--- config.mk ---
export PLATFORM = sky130hd
export DESIGN_NAME = divider_request_scheduler_flat
export DESIGN_NICKNAME = d
export VERILOG_FILES = /design/src/rtl/divider_request_scheduler_if.sv /design/src/rtl/divider_request_scheduler.sv /design/src/flat_wrapper.sv
export SDC_FILE = /design/constraint.sdc
export NUM_CORES = 1
export LEC_CHECK = 0
export CORE_MARGIN = 4
export CORE_UTILIZATION = 40
export DETAILED_ROUTE_END_ITERATION = 10
export PLACE_DENSITY = 0.81
export SLEW_MARGIN = 20
export SYNTH_ARGS = -nofsm -noshare
export SYNTH_HDL_FRONTEND = slang
export SYNTH_SLANG_ARGS = --single-unit
--- constraint.sdc ---
create_clock -name clk -period 6.1 [get_ports clk]
set_clock_uncertainty 0.1 [all_clocks]
set_input_delay 1.525 -clock clk [delete_from_list [all_inputs] [get_ports clk]]
set_output_delay 1.525 -clock clk [all_outputs]
set_load 0.01 [all_outputs]
--- src/rtl/divider_request_scheduler_if.sv ---
// Request, divider and response channels of the shared-divider scheduler.
// slave = scheduler side, master = requesters, divider and response consumer.
interface divider_request_scheduler_if #(
    parameter int N_REQ = 4,
    parameter int ID_W  = 2
);
    logic [N_REQ-1:0]    req_valid;
    logic [N_REQ-1:0]    req_ready;
    logic [16*N_REQ-1:0] req_dividend;
    logic [16*N_REQ-1:0] req_divisor;
    logic                div_start;
    logic [15:0]         div_dividend;
    logic [15:0]         div_divisor;
    logic                div_soft_rst;
    logic                div_done;
    logic [15:0]         div_quotient;
    logic [16:0]         div_remainder;
    logic                resp_valid;
    logic                resp_ready;
    logic [ID_W-1:0]     resp_id;
    logic [15:0]         resp_quotient;
    logic [16:0]         resp_remainder;
    logic [1:0]          resp_err;
    logic                busy;

    modport slave (
        input  req_valid, req_dividend, req_divisor,
        input  div_done, div_quotient, div_remainder,
        input  resp_ready,
        output req_ready, div_start, div_dividend, div_divisor, div_soft_rst,
        output resp_valid, resp_id, resp_quotient, resp_remainder, resp_err, busy
    );

    modport master (
        output req_valid, req_dividend, req_divisor,
        output div_done, div_quotient, div_remainder,
        output resp_ready,
        input  req_ready, div_start, div_dividend, div_divisor, div_soft_rst,
        input  resp_valid, resp_id, resp_quotient, resp_remainder, resp_err, busy
    );
endinterface

--- src/rtl/divider_request_scheduler.sv ---
// Round-robin scheduler sharing one divider among N_REQ requesters, with
// divide-by-zero bypass and a watchdog that soft-resets a hung divider.
//
// state | meaning
// IDLE  | waiting for a request; grants round-robin from rr_ptr
// ISSUE | one-cycle div_start pulse, watchdog cleared
// WAIT  | waiting for div_done or watchdog expiry
// RESP  | result presented on the response channel until accepted
module divider_request_scheduler #(
    parameter int N_REQ   = 4,
    parameter int ID_W    = 2,
    parameter int TIMEOUT = 40
) (
    input  logic                       clk,
    input  logic                       rst,
    divider_request_scheduler_if.slave bus
);
    localparam int                CNT_W     = (TIMEOUT > 1) ? $clog2(TIMEOUT) : 1;
    localparam logic [CNT_W-1:0]  WDOG_LAST = CNT_W'(TIMEOUT - 1);
    localparam logic [ID_W-1:0]   LAST_ID   = ID_W'(N_REQ - 1);

    typedef enum logic [1:0] {IDLE, ISSUE, WAIT, RESP} state_e;

    state_e           state_q;
    logic [ID_W-1:0]  rr_ptr_q;
    logic [ID_W-1:0]  cur_id_q;
    logic [15:0]      dividend_q;
    logic [15:0]      divisor_q;
    logic [CNT_W-1:0] wdog_q;
    logic             div_start_q;
    logic             resp_valid_q;
    logic [15:0]      quotient_q;
    logic [16:0]      remainder_q;
    logic [1:0]       err_q;

    logic             grant_found;
    logic [ID_W-1:0]  grant_id;
    logic [15:0]      grant_dividend;
    logic [15:0]      grant_divisor;
    logic             timeout_hit;

    // First valid requester at or after rr_ptr, wrapping at N_REQ.
    always_comb begin
        int              idx;
        logic [ID_W-1:0] cand;
        grant_found = 1'b0;
        grant_id    = '0;
        idx         = 0;
        cand        = '0;
        for (int k = 0; k < N_REQ; k++) begin
            idx = int'(rr_ptr_q) + k;
            if (idx >= N_REQ) begin
                idx = idx - N_REQ;
            end
            cand = ID_W'(idx);
            if (!grant_found && bus.req_valid[cand]) begin
                grant_found = 1'b1;
                grant_id    = cand;
            end
        end
    end

    assign grant_dividend = bus.req_dividend[16*grant_id +: 16];
    assign grant_divisor  = bus.req_divisor[16*grant_id +: 16];

    // Done on the final watchdog cycle takes priority over the abort.
    assign timeout_hit = (state_q == WAIT) && !bus.div_done && (wdog_q == WDOG_LAST);

    always_ff @(posedge clk or posedge rst) begin
        if (rst) begin
            state_q      <= IDLE;
            rr_ptr_q     <= '0;
            cur_id_q     <= '0;
            dividend_q   <= '0;
            divisor_q    <= '0;
            wdog_q       <= '0;
            div_start_q  <= 1'b0;
            resp_valid_q <= 1'b0;
            quotient_q   <= '0;
            remainder_q  <= '0;
            err_q        <= '0;
        end else begin
            case (state_q)
                IDLE: begin
                    if (grant_found) begin
                        cur_id_q   <= grant_id;
                        rr_ptr_q   <= (grant_id == LAST_ID) ? '0 : grant_id + 1'b1;
                        dividend_q <= grant_dividend;
                        divisor_q  <= grant_divisor;
                        if (grant_divisor == 16'd0) begin
                            quotient_q   <= 16'hFFFF;
                            remainder_q  <= {1'b0, grant_dividend};
                            err_q        <= 2'b01;
                            resp_valid_q <= 1'b1;
                            state_q      <= RESP;
                        end else begin
                            div_start_q <= 1'b1;
                            state_q     <= ISSUE;
                        end
                    end
                end
                ISSUE: begin
                    div_start_q <= 1'b0;
                    wdog_q      <= '0;
                    state_q     <= WAIT;
                end
                WAIT: begin
                    wdog_q <= wdog_q + 1'b1;
                    if (bus.div_done) begin
                        quotient_q   <= bus.div_quotient;
                        remainder_q  <= bus.div_remainder;
                        err_q        <= 2'b00;
                        resp_valid_q <= 1'b1;
                        state_q      <= RESP;
                    end else if (wdog_q == WDOG_LAST) begin
                        quotient_q   <= '0;
                        remainder_q  <= '0;
                        err_q        <= 2'b10;
                        resp_valid_q <= 1'b1;
                        state_q      <= RESP;
                    end
                end
                RESP: begin
                    if (bus.resp_ready) begin
                        resp_valid_q <= 1'b0;
                        state_q      <= IDLE;
                    end
                end
                default: state_q <= IDLE;
            endcase
        end
    end

    // rst gating keeps req_ready low while reset is held even with valid requests.
    assign bus.req_ready      = (state_q == IDLE && grant_found && !rst) ?
                                (N_REQ'(1) << grant_id) : '0;
    assign bus.div_start      = div_start_q;
    assign bus.div_dividend   = dividend_q;
    assign bus.div_divisor    = divisor_q;
    assign bus.div_soft_rst   = timeout_hit;
    assign bus.resp_valid     = resp_valid_q;
    assign bus.resp_id        = cur_id_q;
    assign bus.resp_quotient  = quotient_q;
    assign bus.resp_remainder = remainder_q;
    assign bus.resp_err       = err_q;
    assign bus.busy           = (state_q != IDLE);
endmodule

--- src/flat_wrapper.sv ---
// flat-port wrapper written by rule: the top's interface ports become plain ports
module divider_request_scheduler_flat 
#(
    parameter int N_REQ   = 4,
    parameter int ID_W    = 2,
    parameter int TIMEOUT = 40
)
  (clk, rst, bus_req_valid, bus_req_dividend, bus_req_divisor, bus_div_done, bus_div_quotient, bus_div_remainder, bus_resp_ready, bus_req_ready, bus_div_start, bus_div_dividend, bus_div_divisor, bus_div_soft_rst, bus_resp_valid, bus_resp_id, bus_resp_quotient, bus_resp_remainder, bus_resp_err, bus_busy);
  divider_request_scheduler_if #(.N_REQ(N_REQ), .ID_W(ID_W)) bus_i ();
  input  logic clk;
  input  logic rst;
  input wire logic [$bits(bus_i.req_valid)-1:0] bus_req_valid;
  input wire logic [$bits(bus_i.req_dividend)-1:0] bus_req_dividend;
  input wire logic [$bits(bus_i.req_divisor)-1:0] bus_req_divisor;
  input wire logic [$bits(bus_i.div_done)-1:0] bus_div_done;
  input wire logic [$bits(bus_i.div_quotient)-1:0] bus_div_quotient;
  input wire logic [$bits(bus_i.div_remainder)-1:0] bus_div_remainder;
  input wire logic [$bits(bus_i.resp_ready)-1:0] bus_resp_ready;
  output wire logic [$bits(bus_i.req_ready)-1:0] bus_req_ready;
  output wire logic [$bits(bus_i.div_start)-1:0] bus_div_start;
  output wire logic [$bits(bus_i.div_dividend)-1:0] bus_div_dividend;
  output wire logic [$bits(bus_i.div_divisor)-1:0] bus_div_divisor;
  output wire logic [$bits(bus_i.div_soft_rst)-1:0] bus_div_soft_rst;
  output wire logic [$bits(bus_i.resp_valid)-1:0] bus_resp_valid;
  output wire logic [$bits(bus_i.resp_id)-1:0] bus_resp_id;
  output wire logic [$bits(bus_i.resp_quotient)-1:0] bus_resp_quotient;
  output wire logic [$bits(bus_i.resp_remainder)-1:0] bus_resp_remainder;
  output wire logic [$bits(bus_i.resp_err)-1:0] bus_resp_err;
  output wire logic [$bits(bus_i.busy)-1:0] bus_busy;
  assign bus_i.req_valid = bus_req_valid;
  assign bus_i.req_dividend = bus_req_dividend;
  assign bus_i.req_divisor = bus_req_divisor;
  assign bus_i.div_done = bus_div_done;
  assign bus_i.div_quotient = bus_div_quotient;
  assign bus_i.div_remainder = bus_div_remainder;
  assign bus_i.resp_ready = bus_resp_ready;
  assign bus_req_ready = bus_i.req_ready;
  assign bus_div_start = bus_i.div_start;
  assign bus_div_dividend = bus_i.div_dividend;
  assign bus_div_divisor = bus_i.div_divisor;
  assign bus_div_soft_rst = bus_i.div_soft_rst;
  assign bus_resp_valid = bus_i.resp_valid;
  assign bus_resp_id = bus_i.resp_id;
  assign bus_resp_quotient = bus_i.resp_quotient;
  assign bus_resp_remainder = bus_i.resp_remainder;
  assign bus_resp_err = bus_i.resp_err;
  assign bus_busy = bus_i.busy;
  divider_request_scheduler #(.N_REQ(N_REQ), .ID_W(ID_W), .TIMEOUT(TIMEOUT)) u_core (.clk(clk), .rst(rst), .bus(bus_i));
endmodule
Word-level counts from Yosys, hierarchy flattened
Index checks and enable logic that the tools add are counted.

operators by class
  add/subtract/negate cells = 9
  order comparisons = 8
  equality and inequality tests = 10
  shift-type cells = 3
  mux-type cells = 53
  reduce and logical (&&, ||, !) cells = 24

operators by type and width
  operator                                                                      count
  64-bit by 7-bit variable part select with 16-bit output                       2
  17-bit 2-to-1 mux                                                             4
  16-bit 2-to-1 mux                                                             4
  2-bit 2-to-1 mux                                                              18
  17-bit one-hot mux with 2 select lines                                        1
  16-bit one-hot mux with 2 select lines                                        1
  16-bit zero test                                                              1
  1-bit 2-to-1 mux                                                              15
  2-bit by 3-bit less-than comparator with 1-bit output, second input constant  4
  6-bit one-hot mux with 2 select lines                                         1
  3-bit >= comparator, second input constant                                    3
  1-bit binary-select mux with 2-bit select                                     4
  2-bit one-hot mux with 4 select lines                                         1
  2-bit nonzero test                                                            4
  2-bit by 1-bit subtractor with 2-bit output, second input constant            4
  1-bit logical AND                                                             7
  2-bit by 2-bit adder with 3-bit output, second input constant                 2
  6-bit by 1-bit adder with 6-bit output, second input constant                 1
  2-bit == test, second input constant                                          3
  6-bit == test, second input constant                                          1
  3-bit AND reduction                                                           2
  1-bit zero test                                                               5
  5-bit AND reduction                                                           1
  4-bit 2-to-1 mux                                                              1
  15 further kinds                                                              17

storage, ports and cells
  register bits after elaboration = 81
  input bits = 169

Depth between registers and ports, before layout
  word-level depth = 19
  depth in mapped cells = 13

Worst setup path after synthesis
Ideal clock, no wire load.

  path kind = input port to output port
  start = input bus_req_valid[0]
  end = output bus_req_ready[0]
  arrival = 3.223 ns
  required time = 4.475 ns
  slack = 1.252 ns
  cell stages on the path = 8
  buffers on the path = 3
  path through = a21oi_1 -> a2bb2oi_1 -> buf_2 -> clkbuf_1 -> clkbuf_1 -> inv_1 -> ha_1 -> and2_1

between the ends
  elaborated cells between the ends (all ways) = 26
  those cells by class = shift (1); mux (17); reduce/logical (8)

RTL lines
  item                                           RTL line                          source
  from (decl)                                    flat_wrapper.sv:12                input wire logic [$bits(bus_i.req_valid)-1:0] bus_req_valid;
  1-bit binary-select mux with 2-bit select      divider_request_scheduler.sv:56   if (!grant_found && bus.req_valid[cand]) begin
  1-bit 2-to-1 mux (implied by the code)         divider_request_scheduler.sv:56
  1-bit 2-to-1 mux                               divider_request_scheduler.sv:56
  1-bit zero test                                divider_request_scheduler.sv:56
  1-bit logical AND                              divider_request_scheduler.sv:56
  1-bit 2-to-1 mux                               divider_request_scheduler.sv:56
  1-bit zero test                                divider_request_scheduler.sv:56
  1-bit logical AND                              divider_request_scheduler.sv:56
  1-bit 2-to-1 mux                               divider_request_scheduler.sv:56
  1-bit zero test                                divider_request_scheduler.sv:56
  1-bit logical AND                              divider_request_scheduler.sv:56
  2-bit 2-to-1 mux *                             divider_request_scheduler.sv:56
  net u_core.grant_id[1]                         divider_request_scheduler.sv:37   logic [ID_W-1:0] grant_id;
  1-bit by 2-bit << shifter with 4-bit output *  divider_request_scheduler.sv:136  (N_REQ'(1) << grant_id) : '0;
  4-bit 2-to-1 mux *                             divider_request_scheduler.sv:135  assign bus.req_ready = (state_q == IDLE && grant_found && !rst) ?
  to (decl)                                      flat_wrapper.sv:19                output wire logic [$bits(bus_i.req_ready)-1:0] bus_req_ready;

The timed path passes the listed nets; every way through them passes the cells marked *. The select of a mux whose other input is x is not followed.

Final worst setup path
  start = input bus_req_valid[2]
  end = output bus_req_ready[3]

between the ends
  longest elaborated chain between the ends = 15
  elaborated cells between the ends (all ways) = 26
  those cells by class = shift (1); mux (17); reduce/logical (8)

ends and longest elaborated chain
  item                                       RTL line
  1-bit binary-select mux with 2-bit select  divider_request_scheduler.sv:56
  1-bit 2-to-1 mux (implied by the code)     divider_request_scheduler.sv:56
  1-bit 2-to-1 mux                           divider_request_scheduler.sv:56
  1-bit zero test                            divider_request_scheduler.sv:56
  1-bit logical AND                          divider_request_scheduler.sv:56
  1-bit 2-to-1 mux                           divider_request_scheduler.sv:56
  1-bit zero test                            divider_request_scheduler.sv:56
  1-bit logical AND                          divider_request_scheduler.sv:56
  1-bit 2-to-1 mux                           divider_request_scheduler.sv:56
  1-bit zero test                            divider_request_scheduler.sv:56
  1-bit logical AND                          divider_request_scheduler.sv:56
  1-bit 2-to-1 mux                           divider_request_scheduler.sv:56
  1-bit logical AND (2 in series)            divider_request_scheduler.sv:135
  4-bit 2-to-1 mux *                         divider_request_scheduler.sv:135

Every way passes the cells marked *; elsewhere a longest branch is shown, timed or not. The select of a mux whose other input is x is not followed.

==> results.md <==
* Largest net degree at the start of global routing at 71
* Fill count at 899
* Final setup vio count at 0
* Least-Margin Pin Slew at 940.3 ps
* Post-route DRC at 0
* DIE AREA at 0.01353 sq mm
* Count of cell types in the netlist at 41
* Post-route cell area at 0.007557 sq mm
* Core Footprint at 0.01147 sq mm
* Die Y at 116.3 um
* Num CTS Buffers at 9
* Total global routing overflow at 0
* Unrepaired setup endpoints after global routing: false
* GRT Util Overall at 0.2325
* Seq/Total Area, Yosys at 0.4320
* Power per cell area at 468.3 mW/mm^2
* Sum Neg Setup Slack at 0 ps
* Fmax at 0.1823 GHz
* DR iter-0 viols at 236
* Total Power at 3.539 mW
* Clock Latency Late Sink at 330 ps
* Vias at 4601
* Worst EP arrival at 3860 ps
* Die Wd at 116.3 um
* CP bufs+invs at 3
* R2R Path End: u_core.bus.resp_remainder[12]$_DFFE_PP0P_
* Hold Path Class: flop to flop
* Slowest stage delay, CP at 540 ps
* CP max-delay cell: clkdlybuf4s50_1
* Crit Path Max Fanout at 50
* Antenna violations before repair at 0
* # hold bufs at CTS at 0
* CP Capture Type: output pin
* DR WL/cell at 17.37 um
* First-pass GRT wire length at 24740 um
* Post-DP Area at 0.007224 sq mm
* Status: finished clean
* Final slew viol count at 0
* Dpl cells at 884
* P_leak at 3.264 nW
* Crit-path cells: clkdlybuf4s50_1 > mux2i_1 > o22ai_1 > or2_1 > inv_6 > ha_1 > and2_1 > clkdlybuf4s50_1
* Share of layout cells above drive strength 1 at 0.07926
* Normalized max-slew margin at 0.3724
* Startpoint types: input pin
* Crit path to: bus_req_ready[3]
* MaxCap Viol Count at 0
* Syn Inst Count at 525
* Nets at 931
* Post-CTS Resized at 0
* Crit path depth at 8
* Asr flop ratio synth at 1.000
* Fin cells at 900
* R2R depth at 10
* P&R area growth vs syn at 61.07%
* Ys flop type: dfrtp_1
* Post-CTS Setup Inserts at 0
* #FFs+latches synth at 81
* # IOs at 246
* Crit Reg-Reg Startpoint: u_core.rr_ptr_q[1]$_DFFE_PP0P_
* Fin. Hold Viols at 0
* Clk sinks at 81
* Internal reg-to-reg setup slack at 2370 ps
* Initial Util at 0.4092
* CTS Buffer Depth at 2
* GPL Wtd Cong at 0.8685
* Net count after synthesis at 704
* Buffers on Ports at 245
* CP dominant cell by count: clkdlybuf4s50_1
* Drt first pass iters at 4
* Peak supply drop at 0.4061 mV
* N_diodes at 0
* Number of H-tree levels at 3
* Cell family with most CP delay: buffers and inverters
* Post-detail-place hpwl at 12250 um
* CP Launch Point: bus_req_valid[2]
* Antenna Nets Post-Route at 0
* Clock transition at path regs at 60 ps
* DR vias/cell at 5.112
* Cell area after synthesis at 0.004692 sq mm
* Clock Tree Root: clkbuf_16
* Placement Rows at 39
* Synth Warn # at 0
* Worst path required time at 4470 ps
* Tmin final at 5486 ps
* Final Cycle Share at 0.8993
* Hold depth at 2
* Number of synthesized flops with an enable pin at 0
* CTS tree: yes
* Vias in the first global route at 4937
* Syn avg cell area at 8.937 sq um
* Path type of the worst setup path: input pin to output pin
* Detailed Route WL at 15630 um
==> sequential cells by signal, indices dropped and copies added (netlist names) <==
register / count
u_core.bus.resp_remainder: 17
u_core.bus.div_dividend: 16
u_core.bus.div_divisor: 16
u_core.bus.resp_quotient: 16
u_core.wdog_q: 6
u_core.bus.resp_err: 2
u_core.bus.resp_id: 2
u_core.rr_ptr_q: 2
u_core.state_q: 2
u_core.bus.div_start: 1
u_core.bus.resp_valid: 1
==> synth_stat cells (all sizes together), types with 6 or more instances <==
cell type | count | area [sq um]
nand2 | 152 | 570.6
dfrtp | 81 | 2027
o21ai | 71 | 355.3
mux2i | 35 | 350.3
mux2 | 34 | 420.4
clkbuf | 25 | 93.84
nand3 | 22 | 110.1
a2bb2oi | 17 | 148.9
inv | 16 | 65.06
buf | 11 | 91.33
a21oi | 10 | 50.05
ha | 10 | 125.1
nand4 | 6 | 37.54
nor2 | 6 | 22.52
==> per-stage QoR <==
step / utilization / hold slack [ps] / worst slack [ps]
2_1_floorplan: - / 371.0 / 1252
3_3_place_gp: 0.6300 / 363.8 / 708.1
3_5_place_dp: 0.6300 / 369.9 / 657.5
4_1_cts: 0.6588 / 383.8 / 637.7
5_1_grt: 0.6590 / 408.0 / 506.6
6_report: 0.6590 / 379.2 / 614.2
==> worst min path at each step <==
stage | start | end | slack [ps]
finish | u_core.bus.div_divisor[12]$_DFFE_PP0P_ | u_core.bus.div_divisor[12]$_DFFE_PP0P_ | 380
floorplan | u_core.rr_ptr_q[0]$_DFFE_PP0P_ | u_core.rr_ptr_q[0]$_DFFE_PP0P_ | 370
detailed placement | u_core.bus.div_dividend[9]$_DFFE_PP0P_ | u_core.bus.div_dividend[9]$_DFFE_PP0P_ | 370
global placement | u_core.bus.div_dividend[11]$_DFFE_PP0P_ | u_core.bus.div_dividend[11]$_DFFE_PP0P_ | 360
global route | u_core.bus.div_divisor[5]$_DFFE_PP0P_ | u_core.bus.div_divisor[5]$_DFFE_PP0P_ | 410
CTS | u_core.bus.resp_id[1]$_DFFE_PP0P_ | u_core.bus.resp_id[1]$_DFFE_PP0P_ | 380
==> layout by cell type, fill, tap and decap left out, types with 6 or more instances in the layout <==
cell type        Yosys  layout
buf_4                4       6
ha_1                10      10
nand4_1              6       6
a21oi_1             10      10
inv_1               15      14
clkdlybuf4s50_1      0     245
dfrtp_1             81      81
a2bb2oi_1           17      16
mux2_2              19      19
mux2i_1             35      35
nand3_1             22      22
clkbuf_16            0       9
mux2_4              10      10
nand2_1            152     151
o21ai_0             71      71
==> report_power, final <==
part / internal [mW] / leakage (nW) / switching (mW)
sequential: 0.792 / 0.975 / 0.155
clock: 0.379 / 0.162 / 0.214
combinational: 1.03 / 2.13 / 0.971
total: 2.20 / 3.26 / 1.34
==> cell families (layout without fill, tap and decap cells) <==
group           Yosys count  in the layout  share of synthesized area
buf+inv                  53            285                    0.05413
xor+xnor                  1              1                   0.001867
flops                    81             81                     0.4320
compound gates          110            110                     0.1416
simple gates            201            201                     0.1795
mux                      69             69                     0.1643
fa+ha+maj                10             10                    0.02667
==> cell type report <==
cell class / count / area [sq um] / share of cell area
Sequential cell: 81 / 2027 / 0.2682
Clock inverter: 5 / 77.57 / 0.01026
Inverter: 17 / 70.07 / 0.009272
Tap cell: 143 / 178.9 / 0.02368
Timing Repair Buffer: 252 / 2517 / 0.3331
Clock buffer: 11 / 252.7 / 0.03344
Multi-Input combinational cell: 391 / 2434 / 0.3220
==> worst reg2reg max path, delay by kind of cell (launching register included) <==
| kind | cells | cell delay, ps |
|---|---|---|
| DFF | 1 | 470 |
| AOI/OAI and AO/OA | 2 | 370 |
| muxes | 3 | 900 |
| buffers and inverters | 2 | 760 |
| and+or+nand+nor | 3 | 1020 |
==> per-layer routing <==
metal  GRT usage  part of all wire
met5           0                 0
met4     0.08894             0.025
met3     0.04352             0.067
met2      0.4027              0.50
met1      0.2876              0.41
Power figures use the tool's default switching activity.
